## src/rtl/fetch_stage.sv

```systemverilog
// Instruction fetch stage: PC register, IF/ID pipeline latch and BOOT/RUN/HALT control.
// Optional retired-fetch counter is built only when FETCH_PERF_CNT_EN is defined.
module fetch_stage #(
    parameter logic [11:0] RESET_PC    = 12'h000,
    parameter logic [3:0]  HALT_OPCODE = 4'hF
) (
    input  logic        clk,
    input  logic        reset_n,
    input  logic        stall,
    input  logic        br_taken,
    input  logic [11:0] br_target,
    input  logic [15:0] M_instruction,
    output logic [11:0] PCAdd_pc,
    output logic [15:0] IF_ID_instruction,
    output logic [11:0] IF_ID_pc,
    output logic        IF_ID_valid,
    output logic        halted,
    output logic [15:0] fetch_count
);

    typedef enum logic [1:0] {
        StBoot = 2'd0,
        StRun  = 2'd1,
        StHalt = 2'd2
    } state_e;

    state_e      state_q, state_d;
    logic [11:0] pc_q, pc_d;
    logic [15:0] ifid_instr_q, ifid_instr_d;
    logic [11:0] ifid_pc_q, ifid_pc_d;
    logic        ifid_valid_q, ifid_valid_d;
    logic        is_halt_op;

    assign is_halt_op = (M_instruction[15:12] == HALT_OPCODE);

    always_ff @(posedge clk or negedge reset_n) begin
        if (!reset_n) begin
            state_q      <= StBoot;
            pc_q         <= RESET_PC;
            ifid_instr_q <= 16'h0000;
            ifid_pc_q    <= 12'h000;
            ifid_valid_q <= 1'b0;
        end else begin
            state_q      <= state_d;
            pc_q         <= pc_d;
            ifid_instr_q <= ifid_instr_d;
            ifid_pc_q    <= ifid_pc_d;
            ifid_valid_q <= ifid_valid_d;
        end
    end

    always_comb begin
        state_d      = state_q;
        pc_d         = pc_q;
        ifid_instr_d = ifid_instr_q;
        ifid_pc_d    = ifid_pc_q;
        ifid_valid_d = ifid_valid_q;

        if (br_taken) begin
            // Redirect wins over stall; the slot is flushed but its payload left as is.
            state_d      = StRun;
            pc_d         = br_target;
            ifid_valid_d = 1'b0;
        end else if (!stall) begin
            unique case (state_q)
                StBoot: begin
                    state_d      = StRun;
                    ifid_valid_d = 1'b0;
                end
                StRun: begin
                    ifid_instr_d = M_instruction;
                    ifid_pc_d    = pc_q;
                    ifid_valid_d = 1'b1;
                    if (is_halt_op) begin
                        state_d = StHalt;
                    end else begin
                        pc_d = pc_q + 12'd1;
                    end
                end
                StHalt: begin
                    ifid_valid_d = 1'b0;
                end
                default: begin
                    state_d      = StBoot;
                    ifid_valid_d = 1'b0;
                end
            endcase
        end
    end

    assign PCAdd_pc          = pc_q;
    assign IF_ID_instruction = ifid_instr_q;
    assign IF_ID_pc          = ifid_pc_q;
    assign IF_ID_valid       = ifid_valid_q;
    assign halted            = (state_q == StHalt);

`ifdef FETCH_PERF_CNT_EN
    logic [15:0] cnt_q, cnt_d;
    logic        cnt_inc;

    // Every unstalled, unredirected RUN cycle writes a fresh valid instruction.
    assign cnt_inc = !br_taken && !stall && (state_q == StRun);
    assign cnt_d   = cnt_inc ? cnt_q + 16'd1 : cnt_q;

    always_ff @(posedge clk or negedge reset_n) begin
        if (!reset_n) begin
            cnt_q <= 16'h0000;
        end else begin
            cnt_q <= cnt_d;
        end
    end

    assign fetch_count = cnt_q;
`else
    assign fetch_count = 16'h0000;
`endif

endmodule

```

## config.mk

```make
export PLATFORM = sky130hd
export DESIGN_NAME = fetch_stage
export DESIGN_NICKNAME = d
export VERILOG_FILES = /design/src/rtl/fetch_stage.sv
export SDC_FILE = /design/constraint.sdc
export NUM_CORES = 1
export LEC_CHECK = 0
export ABC_AREA = 0
export CAP_MARGIN = 40
export CORE_MARGIN = 2
export CORE_UTILIZATION = 42
export DETAILED_ROUTE_END_ITERATION = 10
export PLACE_DENSITY = 0.76
export SYNTH_ARGS = -nofsm -noshare
export SYNTH_HDL_FRONTEND = slang
export SYNTH_SLANG_ARGS = --single-unit
```

## constraint.sdc

```tcl
create_clock -name clk -period 2.35 [get_ports clk]
set_input_delay 0.47 -clock clk [delete_from_list [all_inputs] [get_ports clk]]
set_output_delay 0.47 -clock clk [all_outputs]
set_load 0.01 [all_outputs]
```

# ---- After elaboration in Yosys (flattened, before gate mapping)
# Cells that the tools add are included.
# W data, S select, Z words.
dict set report classes {
  n_eq_ne 7
  n_mux 11
  add_sub_neg 1
  reduce_logical 5
  bitwise_logic 2
}
# cell n
set ops {}
lappend ops {{$mux W12} 4}
lappend ops {{$add A12 B1 Y12 const B} 1}
lappend ops {{$reduce_and A3 Y1} 3}
lappend ops {{$mux W2} 3}
lappend ops {{$pmux W2 S3} 1}
lappend ops {{$eq A4 B4 Y1 const B} 1}
lappend ops {{$ne A2 B2 Y1 const B} 2}
lappend ops {{$mux W1} 3}
lappend ops {{$ne A3 B3 Y1 const B} 1}
lappend ops {{$eq A2 B1 Y1 const B} 1}
lappend ops {{$eq A2 B2 Y1 const B} 1}
lappend ops {{$logic_not A2 Y1} 1}
lappend ops {{$ne A2 B1 Y1 const B} 1}
lappend ops {{$not A1 Y1} 2}
lappend ops {{$reduce_bool A2 Y1} 1}
dict set report totals {
  out_inout_bits 58
  regBits 43
  in_bits 32
}

# ---- Longest topological paths before layout
dict set report logic_depth {
  depth_word 5
  depth_mapped 5
}

# ---- Worst setup path before layout
# OpenSTA, ideal clock, no wires.
dict set report synth_path {
  path_type {input to register}
  from {input stall}
  to {register ifid_pc_q[5] (netlist: IF_ID_pc[5])}
  slack_ns 0.478
  stages 5
  path_buffers 2
  arrival_ns 1.748
  setup_time_ns 0.125
  cell_sequence {or3b_1 -> buf_6 -> nor2_4 -> buf_2 -> mux2_2}
}
dict set report synth_between {
  elab_chain_len 2
}
# item line_no
set synth_rtl {}
lappend synth_rtl {{start: declaration} 9} ;# input logic stall,
lappend synth_rtl {{$not A1 Y1 (no source line)} --}
lappend synth_rtl {{$reduce_and A3 Y1 (no source line)} --}
lappend synth_rtl {{end signal: assignment} 47} ;# ifid_pc_q <= ifid_pc_d;
lappend synth_rtl {{end: declaration} 30} ;# logic [11:0] ifid_pc_q, ifid_pc_d;
# No other way between the ends.
# A chain may end at the register's enable or synchronous reset.

# ---- Worst setup path in the final report
dict set report layout_path {
  from {input stall}
  to {register pc_q[11] (netlist: PCAdd_pc[11])}
}
dict set report layout_between {
  elab_chain_len 2
}
# item line_no
set layout_rtl {}
lappend layout_rtl {{$ne A2 B1 Y1 (no source line)} --}
lappend layout_rtl {{$reduce_and A3 Y1 (no source line)} --}
lappend layout_rtl {{end signal: assignment} 45} ;# pc_q <= pc_d;
lappend layout_rtl {{end: declaration} 28} ;# logic [11:0] pc_q, pc_d;
# No other way between the ends.

==> results by group <==
Critical path
  • Crit. End Element: flip-flop
  • FF-to-FF path depth: 4
  • Critical path arrival: 2.23 ns
  • Kind of critical path: in2reg
  • FF-to-FF End: PCAdd_pc[11]$_DFFE_PN0P_
  • CP required: 2.56 ns
  • Crit path launch type: primary input
  • R2r setup slk: 0.48 ns
  • FF-to-FF Start: state_q[1]$_DFFE_PN0P_
  • Critical-path maximum fanout: 5

Synth
  • Ys async rst share: 1.000
  • Simple-gate share of the synthesized area: 0.1277
  • Netlist cell types: 36
  • Post-synth EDFFs: 0
  • Most frequent cell after synthesis: dfrtp_1
  • Post-Synth Adder-Cell Area: 0.006200
  • Cells after Synth: 170
  • Syn_area_per_cell: 11.87 µm²
  • Mapped cell area: 2018 µm²
  • Top cells by area, synth: dfrtp_1, mux2_1, buf_4, nand2_1, xnor2_1
  • Compound-Gate Fraction of Synth Area: 0.05394
  • Top-area cell type share of the netlist area: 0.5332
  • Yosys top cell by area: dfrtp_1
  • Yosys reg bits: 43
  • Top FF cell, synth: dfrtp_1
  • Sequential area share after synthesis: 0.5332
  • Mux cell area share after synthesis: 0.1612
  • Largest family of logic cells by synthesized area: multiplexers
  • Ys Warns: 0
  • XOR/XNOR share of the synthesized area: 0.03472
  • Synth cell count leaders: dfrtp_1, mux2_1, buf_4, nand2_1, o21ai_1

STA
  • Setup Skew: 0.006821 ns
  • Hold Fails Final Rpt: 0
  • Slew Limit Fails: 0
  • Period Utilization, post-route: 0.8567
  • Min cycle time layout: 2.013 ns
  • Achievable frequency: 496.7 MHz
  • RSZ-0062 raised after global routing: no
  • Final setup TNS: 0 ns
  • Final setup fails: 0

GRT
  • Largest net degree at the start of global routing: 44
  • Total gr overflow: 0
  • First-pass GRT wire length: 6879 µm
  • Number of global-route vias before repair: 1400
  • Initial antenna violation count: 0
  • GRT Total Usage: 0.1678

Cells and area
  • Final Instance Count excl. Fillers: 304
  • Antenna diode count: 0
  • P&R area growth vs syn: 44.08%
  • Ratio of cells with drive above 1 in the final layout: 0.07600
  • Final net count: 283

Clock network
  • Clock Sinks: 43
  • Worst skew pair latency: 0.29 ns
  • Post-cts gate resize count: 0
  • Cts hold-fix bufs: 0
  • Clock buffer count from CTS: 5
  • Post-CTS Setup Bufs: 0
  • CTS tree: yes
  • H-tree levels: 2
  • Worst-path clk slew: 0.08 ns
  • Clk root buf: clkbuf_8
  • Clk buf depth: 2

Route
  • TritonRoute pass-1 iters: 4
  • Via Count: 1502
  • DR iter-0 viols: 55
  • Routed wire length per instance: 14.09 µm
  • Drt drc: 0
  • Vias/cell: 4.941
  • Routed WL: 4282 µm
  • Routed Antenna Nets: 0

Placed design
  • Number of port buffers: 73
  • Final GP Congestion: 0.7631
  • Dpl cells: 297
  • Hpwl dp: 3092 µm

Floorplanning
  • Die H: 73.32 µm
  • Floorplan row count: 25
  • Die X-Extent: 73.32 µm
  • IO Count: 90
  • Starting density of the core: 0.4301
  • Total die area: 5376 µm²
  • Core Area: 4692 µm²

Run status
  • Outcome: complete, no violations

Power
  • Peak VDD IR: 0.4401 mV
  • Static leakage: 1.208 nW
  • Pwr Density: 708.0 nW/µm²

Min path
  • Hold Path Class: in2async

Flow run
  • Max-Cap Viols: 0
==> final cells by class <==
cell class | count | area (µm²)
timing repair buffer | 80 | 815.8
multi-input combinational | 117 | 834.6
clock buffer | 6 | 72.57
fill | 410 | 1784
inverter | 3 | 11.26
clock inverter | 1 | 30.03
sequential | 43 | 1076
tap | 54 | 67.56
==> metrics by stage <==
stage	power, mW	hold slack [ns]	instance area (µm²)	setup WS, ns	utilization
2_1_floorplan	1.185	0.1744	2074	0.4776	-
3_3_place_gp	1.519	0.4653	2805	0.08289	0.5979
3_5_place_dp	1.535	0.4669	2805	0.04240	0.5979
4_1_cts	2.092	0.1517	2908	0.3449	0.6197
5_1_grt	2.177	0.1476	2908	0.2770	0.6197
6_report	2.059	0.1415	2908	0.3369	0.6197
==> flip-flops by register name, indices dropped and copies added, names as in the netlist <==
register,count
IF_ID_instruction,16
IF_ID_valid,1
state_q,2
IF_ID_pc,12
PCAdd_pc,12
==> worst max-delay path, stage by stage <==
cell	delay [ns]
clkdlybuf4s50_1	0.41
or3b_1	0.50
nor3_4	0.23
or4b_1	0.45
a31oi_1	0.17
==> per-layer routing <==
| layer | vias to the layer above | GRT usage | part of all wire |
|---|---|---|---|
| met4 | 0 | 0.06061 | 0.011 |
| li1 | 724 | - | - |
| met3 | 4 | 0.03155 | 0.049 |
| met5 | - | 0 | 0 |
| met2 | 47 | 0.2623 | 0.47 |
| met1 | 727 | 0.2342 | 0.47 |
==> kinds of logic (layout without fill, tap and decap cells) <==
group / Yosys count / in the layout
buffers and inverters: 25 / 90
muxes: 29 / 29
and+or+nand+nor: 44 / 44
adders and majority gates: 1 / 1
AOI/OAI and AO/OA: 19 / 19
other: 1 / 16
DFF: 43 / 43
xor gates and xnor gates: 8 / 8
==> cells in the final DEF (no fill, tap or decap), types with 3 or more instances in the layout <==
cell type,n
mux2_1,25
clkdlybuf4s50_1,72
nand3_1,4
clkbuf_8,5
dfrtp_1,43
nor2_1,5
xnor2_1,5
nor4_1,4
nand2_1,14
conb_1,16
nand4_1,4
inv_1,3
o21ai_0,4
buf_12,3
mux2_2,3
buf_4,4
a21oi_1,4
o21ai_1,6
xor2_1,3
==> power by group <==
group | internal (mW) | switching (mW) | total [mW]
Clock | 0.312 | 0.235 | 0.547
Combinational | 0.349 | 0.218 | 0.567
Sequential | 0.860 | 0.0846 | 0.945
Total | 1.52 | 0.538 | 2.06
==> worst max path at each step <==
stage          start                        to  slack [ns]  cells after the start
2_1_floorplan  stall   IF_ID_pc[5]$_DFFE_PN0P_        0.48                      5
3_3_place_gp   stall  PCAdd_pc[11]$_DFFE_PN0P_        0.08                      5
3_5_place_dp   stall  PCAdd_pc[11]$_DFFE_PN0P_        0.04                      5
4_1_cts        stall  PCAdd_pc[11]$_DFFE_PN0P_        0.34                      5
5_1_grt        stall  PCAdd_pc[11]$_DFFE_PN0P_        0.28                      5
6_report       stall  PCAdd_pc[11]$_DFFE_PN0P_        0.34                      5
No activity file was read; power rests on OpenSTA's default activity.
